--- config.mk ---
export PLATFORM = sky130hd
export DESIGN_NAME = bus_arbiter_flat
export DESIGN_NICKNAME = d
export VERILOG_FILES = /design/src/rtl/bus_arbiter_if.sv /design/src/rtl/bus_arbiter.sv /design/src/flat_wrapper.sv
export SDC_FILE = /design/constraint.sdc
export NUM_CORES = 1
export LEC_CHECK = 0
export CORE_AREA = 4 4 158 160
export DETAILED_ROUTE_END_ITERATION = 10
export DIE_AREA = 0 0 162 164
export HOLD_SLACK_MARGIN = 0.08
export PLACE_DENSITY = 0.47
export SLEW_MARGIN = 5
export SYNTH_ARGS = -nofsm -noshare
export SYNTH_HDL_FRONTEND = slang
export SYNTH_SLANG_ARGS = --single-unit
export TNS_END_PERCENT = 50
--- constraint.sdc ---
create_clock -name i_clock -period 3.7 [get_ports i_clock]
set_input_delay 0.74 -clock i_clock [delete_from_list [all_inputs] [get_ports i_clock]]
set_output_delay 0.74 -clock i_clock [all_outputs]
set_load 0.005 [all_outputs]
--- src/rtl/bus_arbiter_if.sv ---
// Bundle of master-side and slave-side bus signals around bus_arbiter.
// Names carry the arbiter's direction: i_* flow into the arbiter, o_* flow out of it.
interface bus_arbiter_if #(
  parameter int NUM_PORTS = 4
);
  logic [NUM_PORTS-1:0]    i_request;
  logic [NUM_PORTS-1:0]    i_rw;
  logic [NUM_PORTS*32-1:0] i_address;
  logic [NUM_PORTS*32-1:0] i_wdata;
  logic [NUM_PORTS-1:0]    o_ready;
  logic [31:0]             o_rdata;
  logic [NUM_PORTS-1:0]    o_grant;
  logic                    o_bus_request;
  logic                    o_bus_rw;
  logic [31:0]             o_bus_address;
  logic [31:0]             o_bus_wdata;
  logic                    i_bus_ready;
  logic [31:0]             i_bus_rdata;
  logic                    o_timeout;

  // The arbiter acts as the single master the slaves see.
  modport master (
    input  i_request, i_rw, i_address, i_wdata, i_bus_ready, i_bus_rdata,
    output o_ready, o_rdata, o_grant, o_bus_request, o_bus_rw, o_bus_address,
           o_bus_wdata, o_timeout
  );

  modport slave (
    output i_request, i_rw, i_address, i_wdata, i_bus_ready, i_bus_rdata,
    input  o_ready, o_rdata, o_grant, o_bus_request, o_bus_rw, o_bus_address,
           o_bus_wdata, o_timeout
  );
endinterface

--- src/rtl/bus_arbiter.sv ---
// Round-robin arbiter sharing one system bus between NUM_PORTS masters, one transaction at a time.
// Define BUS_ARBITER_TIMEOUT_EN to abort a transaction after TIMEOUT cycles without i_bus_ready.
module bus_arbiter #(
  parameter int NUM_PORTS = 4,
  parameter int TIMEOUT   = 1024
) (
  input logic           i_clock,
  input logic           i_reset,
  bus_arbiter_if.master bus
);
  localparam int PW = (NUM_PORTS > 1) ? $clog2(NUM_PORTS) : 1;

  typedef enum logic [1:0] {
    IDLE,
    GRANT,
    RELEASE
  } state_t;

  state_t               r_state;
  state_t               w_nextState;
  logic [PW-1:0]        r_pointer;
  logic [PW-1:0]        r_owner;
  logic [NUM_PORTS-1:0] r_grant;
  logic [PW-1:0]        w_select;
  logic [PW-1:0]        w_cand;
  logic [PW-1:0]        w_nextPointer;
  logic                 w_found;
  logic                 w_done;
  logic                 w_expired;

  if (NUM_PORTS < 2 || NUM_PORTS > 8 || TIMEOUT < 2) begin : g_badParams
    $error("bus_arbiter: NUM_PORTS must be 2..8 and TIMEOUT at least 2");
  end

`ifdef BUS_ARBITER_TIMEOUT_EN
  localparam int CW = $clog2(TIMEOUT);

  logic [CW-1:0] r_count;
  logic          r_timeout;

  assign w_expired = (r_state == GRANT) && !bus.i_bus_ready && (r_count == CW'(TIMEOUT - 1));

  // Counter is held at zero outside GRANT, so every grant starts counting from zero.
  always_ff @(posedge i_clock) begin
    if (i_reset) begin
      r_count   <= '0;
      r_timeout <= 1'b0;
    end else begin
      if (r_state != GRANT) begin
        r_count <= '0;
      end else if (!bus.i_bus_ready && !w_expired) begin
        r_count <= r_count + CW'(1);
      end
      if (w_expired) begin
        r_timeout <= 1'b1;
      end
    end
  end

  assign bus.o_timeout = r_timeout & ~i_reset;
`else
  assign w_expired     = 1'b0;
  assign bus.o_timeout = 1'b0;
`endif

  assign w_done        = (r_state == GRANT) && (bus.i_bus_ready || w_expired);
  assign w_nextPointer = (r_owner == PW'(NUM_PORTS - 1)) ? '0 : r_owner + PW'(1);

  // First requester at or above the pointer, wrapping around; the last owner ends up lowest.
  always_comb begin
    w_found  = 1'b0;
    w_select = r_pointer;
    w_cand   = '0;
    for (int k = 0; k < NUM_PORTS; k++) begin
      w_cand = PW'((int'(r_pointer) + k) % NUM_PORTS);
      if (!w_found && bus.i_request[w_cand]) begin
        w_found  = 1'b1;
        w_select = w_cand;
      end
    end
  end

  always_ff @(posedge i_clock) begin
    if (i_reset) begin
      r_state   <= IDLE;
      r_pointer <= '0;
      r_owner   <= '0;
      r_grant   <= '0;
    end else begin
      r_state <= w_nextState;
      if (r_state == IDLE && w_found) begin
        r_owner <= w_select;
        r_grant <= NUM_PORTS'(1) << w_select;
      end
      if (w_done) begin
        r_pointer <= w_nextPointer;
        r_grant   <= '0;
      end
    end
  end

  always_comb begin
    w_nextState = r_state;
    case (r_state)
      IDLE:    if (w_found) w_nextState = GRANT;
      GRANT:   if (w_done) w_nextState = RELEASE;
      RELEASE: w_nextState = IDLE;
      default: w_nextState = IDLE;
    endcase
  end

  // Response path is purely combinational so the arbiter adds no latency to ready/rdata.
  always_comb begin
    bus.o_bus_request = 1'b0;
    bus.o_bus_rw      = 1'b0;
    bus.o_bus_address = '0;
    bus.o_bus_wdata   = '0;
    bus.o_ready       = '0;
    bus.o_rdata       = '0;
    if (!i_reset && r_state == GRANT) begin
      bus.o_bus_request = 1'b1;
      for (int n = 0; n < NUM_PORTS; n++) begin
        if (r_owner == PW'(n)) begin
          bus.o_bus_rw      = bus.i_rw[n];
          bus.o_bus_address = bus.i_address[n*32 +: 32];
          bus.o_bus_wdata   = bus.i_wdata[n*32 +: 32];
          bus.o_ready[n]    = w_done;
        end
      end
      bus.o_rdata = w_expired ? 32'h0 : bus.i_bus_rdata;
    end
  end

  assign bus.o_grant = r_grant & {NUM_PORTS{~i_reset}};
endmodule
--- src/flat_wrapper.sv ---
// flat-port wrapper written by rule: the top's interface ports become plain ports
module bus_arbiter_flat 
#(
  parameter int NUM_PORTS = 4,
  parameter int TIMEOUT   = 1024
)
  (i_clock, i_reset, bus_i_request, bus_i_rw, bus_i_address, bus_i_wdata, bus_i_bus_ready, bus_i_bus_rdata, bus_o_ready, bus_o_rdata, bus_o_grant, bus_o_bus_request, bus_o_bus_rw, bus_o_bus_address, bus_o_bus_wdata, bus_o_timeout);
  bus_arbiter_if #(.NUM_PORTS(NUM_PORTS)) bus_i ();
  input logic i_clock;
  input logic i_reset;
  input wire logic [$bits(bus_i.i_request)-1:0] bus_i_request;
  input wire logic [$bits(bus_i.i_rw)-1:0] bus_i_rw;
  input wire logic [$bits(bus_i.i_address)-1:0] bus_i_address;
  input wire logic [$bits(bus_i.i_wdata)-1:0] bus_i_wdata;
  input wire logic [$bits(bus_i.i_bus_ready)-1:0] bus_i_bus_ready;
  input wire logic [$bits(bus_i.i_bus_rdata)-1:0] bus_i_bus_rdata;
  output wire logic [$bits(bus_i.o_ready)-1:0] bus_o_ready;
  output wire logic [$bits(bus_i.o_rdata)-1:0] bus_o_rdata;
  output wire logic [$bits(bus_i.o_grant)-1:0] bus_o_grant;
  output wire logic [$bits(bus_i.o_bus_request)-1:0] bus_o_bus_request;
  output wire logic [$bits(bus_i.o_bus_rw)-1:0] bus_o_bus_rw;
  output wire logic [$bits(bus_i.o_bus_address)-1:0] bus_o_bus_address;
  output wire logic [$bits(bus_i.o_bus_wdata)-1:0] bus_o_bus_wdata;
  output wire logic [$bits(bus_i.o_timeout)-1:0] bus_o_timeout;
  assign bus_i.i_request = bus_i_request;
  assign bus_i.i_rw = bus_i_rw;
  assign bus_i.i_address = bus_i_address;
  assign bus_i.i_wdata = bus_i_wdata;
  assign bus_i.i_bus_ready = bus_i_bus_ready;
  assign bus_i.i_bus_rdata = bus_i_bus_rdata;
  assign bus_o_ready = bus_i.o_ready;
  assign bus_o_rdata = bus_i.o_rdata;
  assign bus_o_grant = bus_i.o_grant;
  assign bus_o_bus_request = bus_i.o_bus_request;
  assign bus_o_bus_rw = bus_i.o_bus_rw;
  assign bus_o_bus_address = bus_i.o_bus_address;
  assign bus_o_bus_wdata = bus_i.o_bus_wdata;
  assign bus_o_timeout = bus_i.o_timeout;
  bus_arbiter #(.NUM_PORTS(NUM_PORTS), .TIMEOUT(TIMEOUT)) u_core (.i_clock(i_clock), .i_reset(i_reset), .bus(bus_i));
endmodule
==> summary.md <==
| Metric | Value |
|---|---|
| Status | `complete, no violations` |
| Tot GR Track Use | `14.2%` |
| Fmax achieved | `295 MHz` |
| DRT iter0 DRCs | `approximately 210` |
| DRC viols | `0` |
| Final Hold Viols | `0` |
| Antenna Cells | `0` |
| Initial antenna violation count | `0` |
| Async S/R FF share, synth | `0%` |
| H-tree Lvls | `1` |
| First-pass GRT wire length | `~30000 um` |
| Int Pwr | `around 840 uW` |
| Top FF cell, synth | `dfxtp_1` |
| Post-synthesis cell type count | `31` |
| Synth Register Bits | `10` |
| Number of buffers added on ports | `404` |
| Vias in the first global route | `5282` |
| Nets@finish | `1160` |
| TritonCTS clock tree | `built` |
| Die ar. | `0.0266 sq mm` |
| Row cnt | `56` |
| Syn_area_per_cell | `5.91 sq um` |
| DRT antenna net count | `0` |
| Top-count cell post-synth | `a21oi_1` |
| Smallest hold slack | `449 ps` |
| Yosys top cell area share | `19.3%` |
| Initial Util | `between 10% and 20%` |
| Met2 Use GR | `26.4%` |
| Maxcap violations | `0` |
| Synth Net Count | `794` |
| Critical path endpoint category | `primary output` |
| Grt met3 use | `3.89%` |
| Leading area contributor after synthesis | `a221oi_1` |
| Grt total ovfl | `0` |
| LEAKAGE | `2.71 nW` |
| Setup TNS | `0 ps` |
| Tmin final | `3390 ps` |
| Critical Path RT | `2960 ps` |
| Synth cell count leaders | `a21oi_1, nor2b_1, nor2_1` |
| Share of cells above drive strength 1 | `3.04%` |
| Final GP Congestion | `approximately 0.75` |
| Setup violators final | `0` |
| Die Y | `164 um` |
| Clk slew on worst S/H paths | `around 40 ps` |
| Fin util | `31.5%` |
| Clock power frac | `17.3%` |
| Die outline width | `approximately 160 um` |
| WL/cell | `17.6 um` |
| DRT Pass-1 Iters | `4` |
| Clock root buffer | `clkbuf_16` |
| Core area | `0.0234 sq mm` |
| Clock buffer depth | `2` |
| Fillers | `between 2000 and 3000` |
| Top-Level Pins | `approximately 410` |
| Net load switching power | `424 uW` |
| Power share of the combinational group | `73.0%` |
| Maximum fanout along the worst path | `70` |
| Worst-Margin Slew | `713 ps` |
| Pwr dens | `172 mW/mm^2` |
| Final Cycle Share | `between 90% and 100%` |
| RSZ-0062 raised after global routing | `false` |
| Post-CTS setup buffers | `0` |
| Number of synthesis warnings | `0` |
| Area growth, synth to finish | `154%` |
| Post-Syn Area | `0.00290 sq mm` |
| # resized after CTS | `0` |
| Post-CTS Hold Buffers | `0` |
| CP arrival | `2650 ps` |
| Clk_lat worst skew | `240 ps` |
| Kind of critical path | `flip-flop to primary output` |
| Final Max Slew Viols | `0` |
| Net Sw Frac | `roughly 33%` |
| Min-Delay Path Class | `flip-flop to flip-flop` |
| # clock sinks | `10` |
| Number of synthesized flops with an enable pin | `0` |
| Met1 Track Usage GR | `approximately 17%` |
| Worst clock skew | `approximately 2.5 ps` |
| Largest net degree at the start of global routing | `82` |
| Peak supply drop | `0.000247 V` |
| Via count | `5145` |
| CP startpoint kind | `flip-flop` |
| Relative slew margins | `52.4%` |
| Mapped Cells | `491` |
| Via density | `around 4.4` |
| Sequential area share after synthesis | `6.90%` |
| GR peak layer | `met2` |
| Reg power frac | `9.7%` |
| HPWL after DPL | `16500 um` |
| Top post-synthesis cells by area | `a221oi_1, nor2b_1, a21oi_1` |
| Routed WL | `20700 um` |
| Total CTS buffers | `3` |
-- layout make-up --
class | count | area [sq um] | share of cell area [%]
Sequential cell | 10 | 200 | 2.71
Tap cell | 319 | 399 | 5.41
Timing Repair Buffer | 421 | 4200 | 56.9
Clock buffer | 4 | 88.8 | 1.20
Inverter | 4 | 15.0 | 0.203
Multi-Input combinational cell | 417 | 2480 | 33.6
-- routing by layer --
layer / vias to the layer above / wire length [um]
met3: 30 / 1840
li1: 2546 / -
met5: - / 0
met2: 266 / 10500
met4: 0 / 400
met1: 2303 / 8050
-- power groups by stage --
stage | logic, mW | registers [mW] | clock network, mW
2_1_floorplan | 0.386 | 0.121 | 0
3_3_place_gp | 0.934 | 0.125 | 0
3_5_place_dp | 0.931 | 0.126 | 0
4_1_cts | 0.937 | 0.124 | 0.218
5_1_grt | 1.02 | 0.125 | 0.231
6_report | 0.926 | 0.124 | 0.219
-- kinds of logic (layout without fill, tap and decap cells) --
family	count (synthesis)	count (layout)	share of synthesized area, %
flip-flops	10	10	6.90
AO/OA/AOI/OAI	148	148	34.7
adder cells (fa/ha/maj)	4	4	1.72
other	1	1	0.129
multiplexers	1	1	0.345
AND/OR/NAND/NOR	263	263	47.2
buffers and inverters	64	429	9.01
-- layout by cell type, fill, tap and decap left out, drive strengths merged --
cell type / instances
inv: 4
ha: 4
a22o: 2
mux2i: 1
clkdlybuf4s50: 404
nor2: 68
a2111oi: 1
nor2b: 73
nor3: 65
o211a: 1
clkbuf: 4
nand3: 1
and2b: 1
conb: 1
o21ai: 3
nand3b: 2
nor4: 1
buf: 17
a21oi: 74
a21o: 1
dfxtp: 10
and3b: 1
or3: 2
and3: 37
nand2: 11
o31ai: 1
a211o: 1
or2: 1
a221oi: 64
-- path summary, 6_finish.rpt --
| kind | start | endpoint | slack [ps] | cells after the start |
|---|---|---|---|---|
| setup reg to reg | u_core.r_pointer[1]$_SDFFE_PP0P_ | u_core.r_grant[0]$_SDFFE_PP0P_ | 2200 | 5 |
| hold / removal | u_core.r_grant[0]$_SDFFE_PP0P_ | u_core.r_grant[0]$_SDFFE_PP0P_ | 450 | 2 |
| setup / recovery | u_core.r_owner[0]$_SDFFE_PP0P_ | bus_o_bus_address[1] | 310 | 8 |
| hold reg to reg | u_core.r_grant[0]$_SDFFE_PP0P_ | u_core.r_grant[0]$_SDFFE_PP0P_ | 450 | 2 |
-- worst max-delay path: stages (launching register included) --
cell and delay [ps]:
dfxtp_1 360, inv_1 140, ha_4 620, buf_4 290, a221oi_1 60, nor3_1 160
a21oi_1 80, nor2_1 140, clkdlybuf4s50_1 530
-- registers in the layout (all words and copies together), names as in the netlist --
signal and flops:
u_core.r_owner 2, u_core.r_pointer 2, u_core.r_state 2, u_core.r_grant 4
-- per-stage QoR --
step / std cells / worst slack (ps) / instance area, sq um / total power [mW]
after floorplan: 491 / 1240 / 2900 / 0.507
after global placement: 1171 / 426 / 7290 / 1.06
after detailed placement: 1171 / 414 / 7290 / 1.06
after CTS: 1175 / 264 / 7380 / 1.28
after global routing: 1175 / 70.0 / 7380 / 1.37
final: 1175 / 315 / 7380 / 1.27
No activity file was read; power rests on OpenSTA's default activity.
